[src/rtl/imem_pkg.sv]
// Shared definitions for the instruction-memory loader.
// Optional feature macro: IMEM_LOAD_CHECKSUM_EN (adds the trailing XOR checksum byte and CHECK state).
package imem_pkg;

    localparam int unsigned IMEM_DEPTH = 64;
    localparam int unsigned IMEM_AW    = 6;
    localparam int unsigned IMEM_DW    = 32;

`ifdef IMEM_LOAD_CHECKSUM_EN
    typedef enum logic [2:0] {
        StIdle,
        StRecv,
        StWrite,
        StCheck,
        StDone,
        StError
    } loader_state_e;
`else
    typedef enum logic [2:0] {
        StIdle,
        StRecv,
        StWrite,
        StDone,
        StError
    } loader_state_e;
`endif

    // A load length is legal when it is non-zero and fits in the memory.
    function automatic logic len_ok(input logic [6:0] n, input int unsigned depth);
        return (n != 7'd0) && ({25'd0, n} <= depth);
    endfunction

endpackage

[src/rtl/imem_word_asm.sv]
// Byte-to-word assembler: big-endian shift register plus 2-bit byte counter.
// The first byte of a word ends up in the most significant byte lane.
module imem_word_asm
    import imem_pkg::*;
#(
    parameter int unsigned N = IMEM_DW
) (
    input  logic         clk,
    input  logic         reset,
    input  logic         clear,
    input  logic         shift,
    input  logic [7:0]   din,
    output logic [N-1:0] word,
    output logic         last
);

    // Only the bytes already received are stored; the current byte completes the word.
    logic [N-9:0] part_q;
    logic [1:0]   cnt_q;

    assign word = {part_q, din};
    assign last = (cnt_q == 2'(N / 8 - 1));

    // Shift in one byte per accepted transfer; counter wraps after a full word.
    always_ff @(posedge clk or negedge reset) begin
        if (!reset) begin
            part_q <= '0;
            cnt_q  <= '0;
        end else if (clear) begin
            part_q <= '0;
            cnt_q  <= '0;
        end else if (shift) begin
            part_q <= word[N-9:0];
            cnt_q  <= last ? 2'd0 : cnt_q + 2'd1;
        end
    end

endmodule

[src/rtl/imem_loader.sv]
// Instruction-memory loader: receives a byte stream, writes whole words to
// consecutive addresses, then releases the processor hold (cpu_rst_n).
// Optional feature macro: IMEM_LOAD_CHECKSUM_EN (one trailing XOR checksum byte).
module imem_loader
    import imem_pkg::*;
#(
    parameter int unsigned N     = IMEM_DW,
    parameter int unsigned DEPTH = IMEM_DEPTH
) (
    input  logic               clk,
    input  logic               reset,
    input  logic               start,
    input  logic [6:0]         num_words,
    input  logic [7:0]         in_data,
    input  logic               in_valid,
    output logic               in_ready,
    output logic               we,
    output logic [IMEM_AW-1:0] waddr,
    output logic [N-1:0]       wdata,
    output logic               busy,
    output logic               done,
    output logic               err,
    output logic               cpu_rst_n
);

    loader_state_e state_q, state_d;
    logic [6:0]    word_cnt_q, word_cnt_d;
    logic [6:0]    num_q, num_d;
    logic          xfer;
    logic          shift;
    logic          asm_clear;
    logic          asm_last;
    logic [N-1:0]  asm_word;

`ifdef IMEM_LOAD_CHECKSUM_EN
    logic [7:0]    csum_q, csum_d;
`endif

    // in_ready is registered from the state, so it already encodes RECV/CHECK.
    assign xfer  = in_valid && in_ready;
    assign shift = xfer && (state_q == StRecv);

    imem_word_asm #(
        .N (N)
    ) u_asm (
        .clk   (clk),
        .reset (reset),
        .clear (asm_clear),
        .shift (shift),
        .din   (in_data),
        .word  (asm_word),
        .last  (asm_last)
    );

    // Next-state and counter logic.
    always_comb begin
        state_d    = state_q;
        word_cnt_d = word_cnt_q;
        num_d      = num_q;
        asm_clear  = 1'b0;
`ifdef IMEM_LOAD_CHECKSUM_EN
        csum_d     = csum_q;
`endif
        case (state_q)
            StIdle, StDone, StError: begin
                if (start) begin
                    if (len_ok(num_words, DEPTH)) begin
                        state_d    = StRecv;
                        word_cnt_d = '0;
                        num_d      = num_words;
                        asm_clear  = 1'b1;
`ifdef IMEM_LOAD_CHECKSUM_EN
                        csum_d     = '0;
`endif
                    end else begin
                        state_d = StError;
                    end
                end
            end
            StRecv: begin
                if (shift) begin
`ifdef IMEM_LOAD_CHECKSUM_EN
                    csum_d = csum_q ^ in_data;
`endif
                    if (asm_last) begin
                        state_d = StWrite;
                    end
                end
            end
            StWrite: begin
                word_cnt_d = word_cnt_q + 7'd1;
                if (word_cnt_d == num_q) begin
`ifdef IMEM_LOAD_CHECKSUM_EN
                    state_d = StCheck;
`else
                    state_d = StDone;
`endif
                end else begin
                    state_d = StRecv;
                end
            end
`ifdef IMEM_LOAD_CHECKSUM_EN
            StCheck: begin
                if (xfer) begin
                    state_d = (in_data == csum_q) ? StDone : StError;
                end
            end
`endif
            default: state_d = StIdle;
        endcase
    end

    // State, counters and registered outputs (outputs follow the state being entered).
    always_ff @(posedge clk or negedge reset) begin
        if (!reset) begin
            state_q    <= StIdle;
            word_cnt_q <= '0;
            num_q      <= '0;
`ifdef IMEM_LOAD_CHECKSUM_EN
            csum_q     <= '0;
`endif
            in_ready   <= 1'b0;
            we         <= 1'b0;
            waddr      <= '0;
            wdata      <= '0;
            busy       <= 1'b0;
            done       <= 1'b0;
            err        <= 1'b0;
            cpu_rst_n  <= 1'b0;
        end else begin
            state_q    <= state_d;
            word_cnt_q <= word_cnt_d;
            num_q      <= num_d;
`ifdef IMEM_LOAD_CHECKSUM_EN
            csum_q     <= csum_d;
            in_ready   <= (state_d == StRecv) || (state_d == StCheck);
            busy       <= (state_d == StRecv) || (state_d == StWrite) || (state_d == StCheck);
`else
            in_ready   <= (state_d == StRecv);
            busy       <= (state_d == StRecv) || (state_d == StWrite);
`endif
            we         <= (state_d == StWrite);
            done       <= (state_d == StDone);
            err        <= (state_d == StError);
            cpu_rst_n  <= (state_d == StDone);
            // Capture the completed word together with its index on entry to WRITE.
            if (shift && asm_last) begin
                waddr <= word_cnt_q[IMEM_AW-1:0];
                wdata <= asm_word;
            end
        end
    end

endmodule

[config.mk]
export PLATFORM = sky130hd
export DESIGN_NAME = imem_loader
export DESIGN_NICKNAME = d
export VERILOG_FILES = /design/src/rtl/imem_pkg.sv /design/src/rtl/imem_word_asm.sv /design/src/rtl/imem_loader.sv
export SDC_FILE = /design/constraint.sdc
export NUM_CORES = 1
export LEC_CHECK = 0
export CAP_MARGIN = 20
export CELL_PAD_IN_SITES_DETAIL_PLACEMENT = 0
export CELL_PAD_IN_SITES_GLOBAL_PLACEMENT = 1
export CORE_UTILIZATION = 43
export DETAILED_ROUTE_END_ITERATION = 8
export PLACE_DENSITY = 0.9
export RECOVER_POWER = 50
export SLEW_MARGIN = 10
export SYNTH_ARGS = -nofsm -noshare
export SYNTH_HDL_FRONTEND = slang
export SYNTH_HIERARCHICAL = 1
export SYNTH_SLANG_ARGS = --single-unit
[constraint.sdc]
create_clock -name clk -period 2.1 [get_ports clk]
set_input_delay 0.525 -clock clk [delete_from_list [all_inputs] [get_ports clk]]
set_output_delay 0.525 -clock clk [all_outputs]
set_load 0.01 [all_outputs]
Word-level counts from Yosys, hierarchy flattened

Index checks and enable logic that the tools add are counted.

Flip-flop bits (word level): 86
Output and inout port bits: 44
Word-level logic and storage cells: 56
Input port bits: 19

Reductions and logical operators: 12
$add $sub $neg: 2
Equality and inequality tests: 12
Multiplexer cells: 17
Order comparisons: 1

Operators with widths:

| operator                                      | count |
|---|---|
| two-way mux 24 bit                            | 2 |
| two-way mux 7 bit                             | 2 |
| case mux 7 bit (2 select lines)               | 1 |
| == test 3 x 2 -> 1 bit, second input constant | 4 |
| two-way mux 3 bit                             | 4 |
| case mux 3 bit (3 select lines)               | 1 |
| two-way mux 2 bit                             | 4 |
| adder 7 x 1 -> 7 bit, second input constant   | 1 |
| == test 7 bit                                 | 1 |
| <= comparator 7 bit, second input constant    | 1 |
| nonzero test 7 bit                            | 1 |
| == test 3 x 1 -> 1 bit, second input constant | 2 |
| == test 3 bit, second input constant          | 2 |
| AND reduction 3 bit                           | 2 |
| logical AND 1 bit                             | 4 |
| inequality test 2 bit, second input constant  | 2 |
| nonzero test 2 bit                            | 2 |
| zero test 3 bit                               | 1 |
| two-way mux 1 bit                             | 3 |
| OR reduction 3 bit                            | 1 |
| adder 2 x 1 -> 2 bit, second input constant   | 1 |
| == test 2 bit, second input constant          | 1 |
| logical OR 1 bit                              | 1 |

Longest topological paths before layout

Word-level depth: 7
Mapped depth: 7
Gate-level depth less buffers: 6

Cells and area by module

Netlist, hierarchy kept.

By module, submodules not included:

| module        | cells an instance | times used | sequential area each (um2) | area an instance (um2) |
|---|---|---|---|---|
| imem_loader   | 187               | 1          | 1501.4                     | 2556.2 |
| imem_word_asm | 93                | 1          | 650.6                      | 1147.4 |

Worst setup path before layout

Ideal clock, no wire load.

Kind: input port to flip-flop
Start: input num_words[1]
End: register u_asm.part_q[0]
Setup time: 0.122 ns
Buffers on the path: 3
Required time: 1.978 ns
Arrival: 2.099 ns
Slack: -0.121 ns
Stages: 7
Path through: or4_4 a22o_1 nor2_2 buf_4 clkbuf_1 buf_2 nor2_1

Word-level cells in the longest chain between the ends: 6
Elaborated cells on any way between the ends: 8
Those cells by class: 1 x order compare; 4 x mux; 3 x reduce/logical

Ends and longest elaborated chain:

| what                                                      | line                | text |
|---|---|---|
| start, declared                                           | imem_loader.sv:13   | `input logic [6:0] num_words,` |
| <= comparator 7 bit or nonzero test 7 bit (tied branches) | imem_pkg.sv:30      | `return (n != 7'd0) && ({25'd0, n} <= depth);` |
| logical AND 1 bit *                                       | imem_pkg.sv:30      |  |
| two-way mux 1 bit *                                       | imem_loader.sv:67   | `if (len_ok(num_words, DEPTH)) begin` |
| two-way mux 1 bit *                                       | imem_loader.sv:66   | `if (start) begin` |
| two-way mux 1 bit *                                       | imem_loader.sv:64   | `case (state_q)` |
| net asm_clear                                             | imem_loader.sv:31   | `logic asm_clear;` |
| two-way mux 24 bit or nonzero test 2 bit (tied branches)  | -                   |  |
| end signal, assigned                                      | imem_word_asm.sv:33 | `part_q <= word[N-9:0];` |
| end, declared                                             | imem_word_asm.sv:18 | `logic [N-9:0] part_q;` |

Mark *: on every way through the listed nets, which the timed path passes. The rest lies on a longest branch.
A chain may end at the register's enable or synchronous reset.

Worst setup path in the final report

Start: input num_words[3]
End: register u_asm.part_q[22]

Word-level cells in the longest chain between the ends: 6
Elaborated cells on any way between the ends: 8
Those cells by class: 1 x order compare; 4 x mux; 3 x reduce/logical

Ends and longest elaborated chain:

| what                                                      | line |
|---|---|
| <= comparator 7 bit or nonzero test 7 bit (tied branches) | imem_pkg.sv:30 |
| logical AND 1 bit *                                       | imem_pkg.sv:30 |
| two-way mux 1 bit *                                       | imem_loader.sv:67 |
| two-way mux 1 bit *                                       | imem_loader.sv:66 |
| two-way mux 1 bit *                                       | imem_loader.sv:64 |
| two-way mux 24 bit or nonzero test 2 bit (tied branches)  | - |

Mark *: on every way between the ends. The rest lies on a longest branch, timed or not.

==> flow_summary.json <==
{
  "status": "complete, no violations",
  "ant_nets": 0,
  "fin_crit_sh_pct": 98.2,
  "via_count": 2284,
  "overflow": 0,
  "die_area_mm2": 0.00899,
  "fp.coreArea_mm2": 0.00826,
  "drive_gt1_share_pct": 27.2,
  "dr.pass1.iters": 4,
  "post-cts-setup-buffer-count": 0,
  "cts.sinks": 86,
  "rows": 33,
  "numCtsBuffers": 9,
  "area_delta_synth_final_pct": 28.0,
  "critPathMaxFanout": 26,
  "cts.path.max_buffers": 2,
  "power.density_mw_per_mm2": 943,
  "crit_chain": "clkdlybuf4s50_1 -> or4_4 -> buf_6 -> o211ai_4 -> nor2_4 -> buf_4 -> buf_12 -> nor2_1",
  "nFillCells": 695,
  "async_flop_share_pct": 100,
  "path_class": "in -> reg",
  "grt_pass1_wl_um": 11600,
  "syn_avg_cell_area_um2": 13.2,
  "clk_pin_slew_ns": 0.09,
  "cpLargestDelayFamily": "buffers and inverters",
  "syn_inst": 280,
  "antenna_found_initial": 0,
  "die_w_um": 94.8,
  "path_buf_inv": 4,
  "crit_arrival_ns": 2.33,
  "syn-cell-area_mm2": 0.00370,
  "cpMaxStageDelayCell": "or4_4",
  "drc": 0,
  "grt_usage_pct": 16.9,
  "ys_warn_count": 6,
  "ctsRootBufferMaster": "clkbuf_8",
  "synthFlopType": "dfrtp_1",
  "clock.fmax_ghz": 0.485,
  "max_stage_delay_ns": 0.51,
  "maxCapViolations": 0,
  "first_iter_violations": 90,
  "critPathLaunch": "num_words[3]",
  "routed_wl_um": 6940,
  "cts_htree_levels": 3,
  "viasPerCell": 4.99,
  "total_power_w": 0.00447,
  "grt_max_degree": 37,
  "die_h_um": 94.8,
  "hp-class": "in -> async",
  "reg2regPathDepth": 5,
  "fin_util_pct": 57.4,
  "placed_cell_area_mm2": 0.00449,
  "finalCriticalPeriod_ns": 2.06,
  "clk_latency_ns": 0.35,
  "diodes": 0,
  "nNetsFinal": 369,
  "crit_end": "u_asm/part_q[22]",
  "wl_per_cell_um": 15.1,
  "synth_fp_nets": 301,
  "setup_viol": 0,
  "start_kind": "primary input",
  "r2r_start": "state_q[1]",
  "reg2reg_slack_ns": 0.22,
  "p_leak_nw": 2.20,
  "hold_viol": 0,
  "vdd_drop_max_mv": 0.393,
  "crit_required_ns": 2.37,
  "gp_congestion": 0.760,
  "ys_ff_latch": 86,
  "slew_violations": 0,
  "grt_pass1_vias": 2417,
  "finalInstanceArea_mm2": 0.00474,
  "cp.depth": 8,
  "cts_tree": "built",
  "io_buffers": 62,
  "synth-edff-count": 0,
  "initial_core_util_pct": 44.8,
  "ys_types": 39,
  "ys_seq_area_share_pct": 58.1,
  "slew_headroom_pct": 40.8,
  "dp_hpwl_um": 4820,
  "fin_skew_ns": 0.0113,
  "rsz0062_at_grt": "true",
  "worst_slew_pin_slew_ns": 0.888,
  "ios": 63,
  "rr_endpoint": "waddr[1]",
  "cp-end-kind": "flip-flop"
}
==> metal layers <==
layer	share of wire [%]	GRT usage, %
met1	45	21.8
met2	48	26.7
met3	5.7	6.52
met4	0.62	4.17
met5	0	0
==> placed cells by master (no fill, tap or decap), drive strengths merged, types with 2 or more instances in the layout <==
master	count
dfrtp	86
mux2	45
clkdlybuf4s50	43
nor2	34
mux2i	27
buf	17
dlygate4sd3	16
clkbuf	12
xnor2	10
nand2	7
o21ai	7
o22ai	5
nand3	4
xor2	4
inv	4
clkinv	3
or2	3
a22o	3
ha	2
bufinv	2
nor3	2
o31ai	2
==> area by class of cell <==
type	count	area [um^2]	area share [%]
Sequential cell	86	2150	45.4
Tap cell	105	131	2.77
Inverter	2	7.51	0.158
Clock inverter	7	106	2.24
Multi-Input combinational cell	168	1420	29.9
Clock buffer	9	124	2.61
Timing Repair Buffer	81	800	16.9
==> registers in the layout, indices dropped and copies added (netlist names) <==
| signal | cells |
|---|---|
| cpu_rst_n | 1 |
| in_ready | 1 |
| word_cnt_q | 7 |
| num_q | 7 |
| u_asm/cnt_q | 2 |
| err | 1 |
| we | 1 |
| state_q | 3 |
| waddr | 6 |
| u_asm/part_q | 24 |
| busy | 1 |
| wdata | 32 |
==> cell families after synthesis <==
| kind of cell | synth area share (%) |
|---|---|
| fa+ha+maj | 0.676 |
| flops | 58.1 |
| compound gates | 4.39 |
| mux | 21.0 |
| xor+xnor | 3.31 |
| buf+inv | 4.97 |
| simple gates | 7.57 |
==> where the power goes <==
part	switching [W]	internal, W	leakage, nW
clock network	0.000618	0.000689	0.116
registers	0.000242	0.00198	1.17
logic	0.000426	0.000519	0.912
==> metrics by stage <==
step | worst slack [ns] | instances | setup TNS (ns) | hold WS, ns
after floorplan | 0.00155 | 280 | 0 | 0.229
after global placement | -0.345 | 442 | -14.02 | 0.489
after detailed placement | -0.431 | 442 | -18.38 | 0.494
after CTS | 0.0133 | 458 | 0 | 0.141
after global routing | -0.0124 | 458 | -0.0527 | 0.359
final | 0.0375 | 458 | 0 | 0.287
==> cells in the mapped netlist (2+ instances only) <==
master / n / area [um^2]
xnor2_1: 10 / 87.6
dfrtp_1: 86 / 2150
buf_4: 10 / 75.1
xor2_1: 4 / 35.0
mux2i_1: 27 / 270
inv_1: 2 / 7.51
a22o_1: 3 / 26.3
nor2_2: 2 / 12.5
buf_12: 2 / 40.0
nor2_1: 32 / 120
ha_1: 2 / 25.0
o22ai_1: 5 / 31.3
nand3_1: 4 / 20.0
clkbuf_1: 4 / 15.0
mux2_2: 45 / 507
or2_2: 2 / 12.5
nand2_1: 7 / 26.3
o21ai_0: 6 / 30.0
buf_2: 7 / 35.0
==> worst min-delay path by stage <==
stage / from / endpoint / depth (start not counted)
final: reset / word_cnt_q[1] / 1
after global routing: reset / word_cnt_q[1] / 1
after CTS: reset / waddr[4] / 1
after detailed placement: u_asm/part_q[18] / wdata[26] / 1
after global placement: wdata[18] / wdata[18] / 1
after floorplan: reset / busy / 0
==> timing repair <==
action | 4_1_cts | 5_1_grt
hold buffers | 0 | 0
endpoints found under the setup margin | 10 | 16
pin swaps | 2 | 3
endpoints found under the hold margin | 0 | 0
gates resized for setup | 3 | 11
Note: power is estimated with default switching activity, not from simulation.
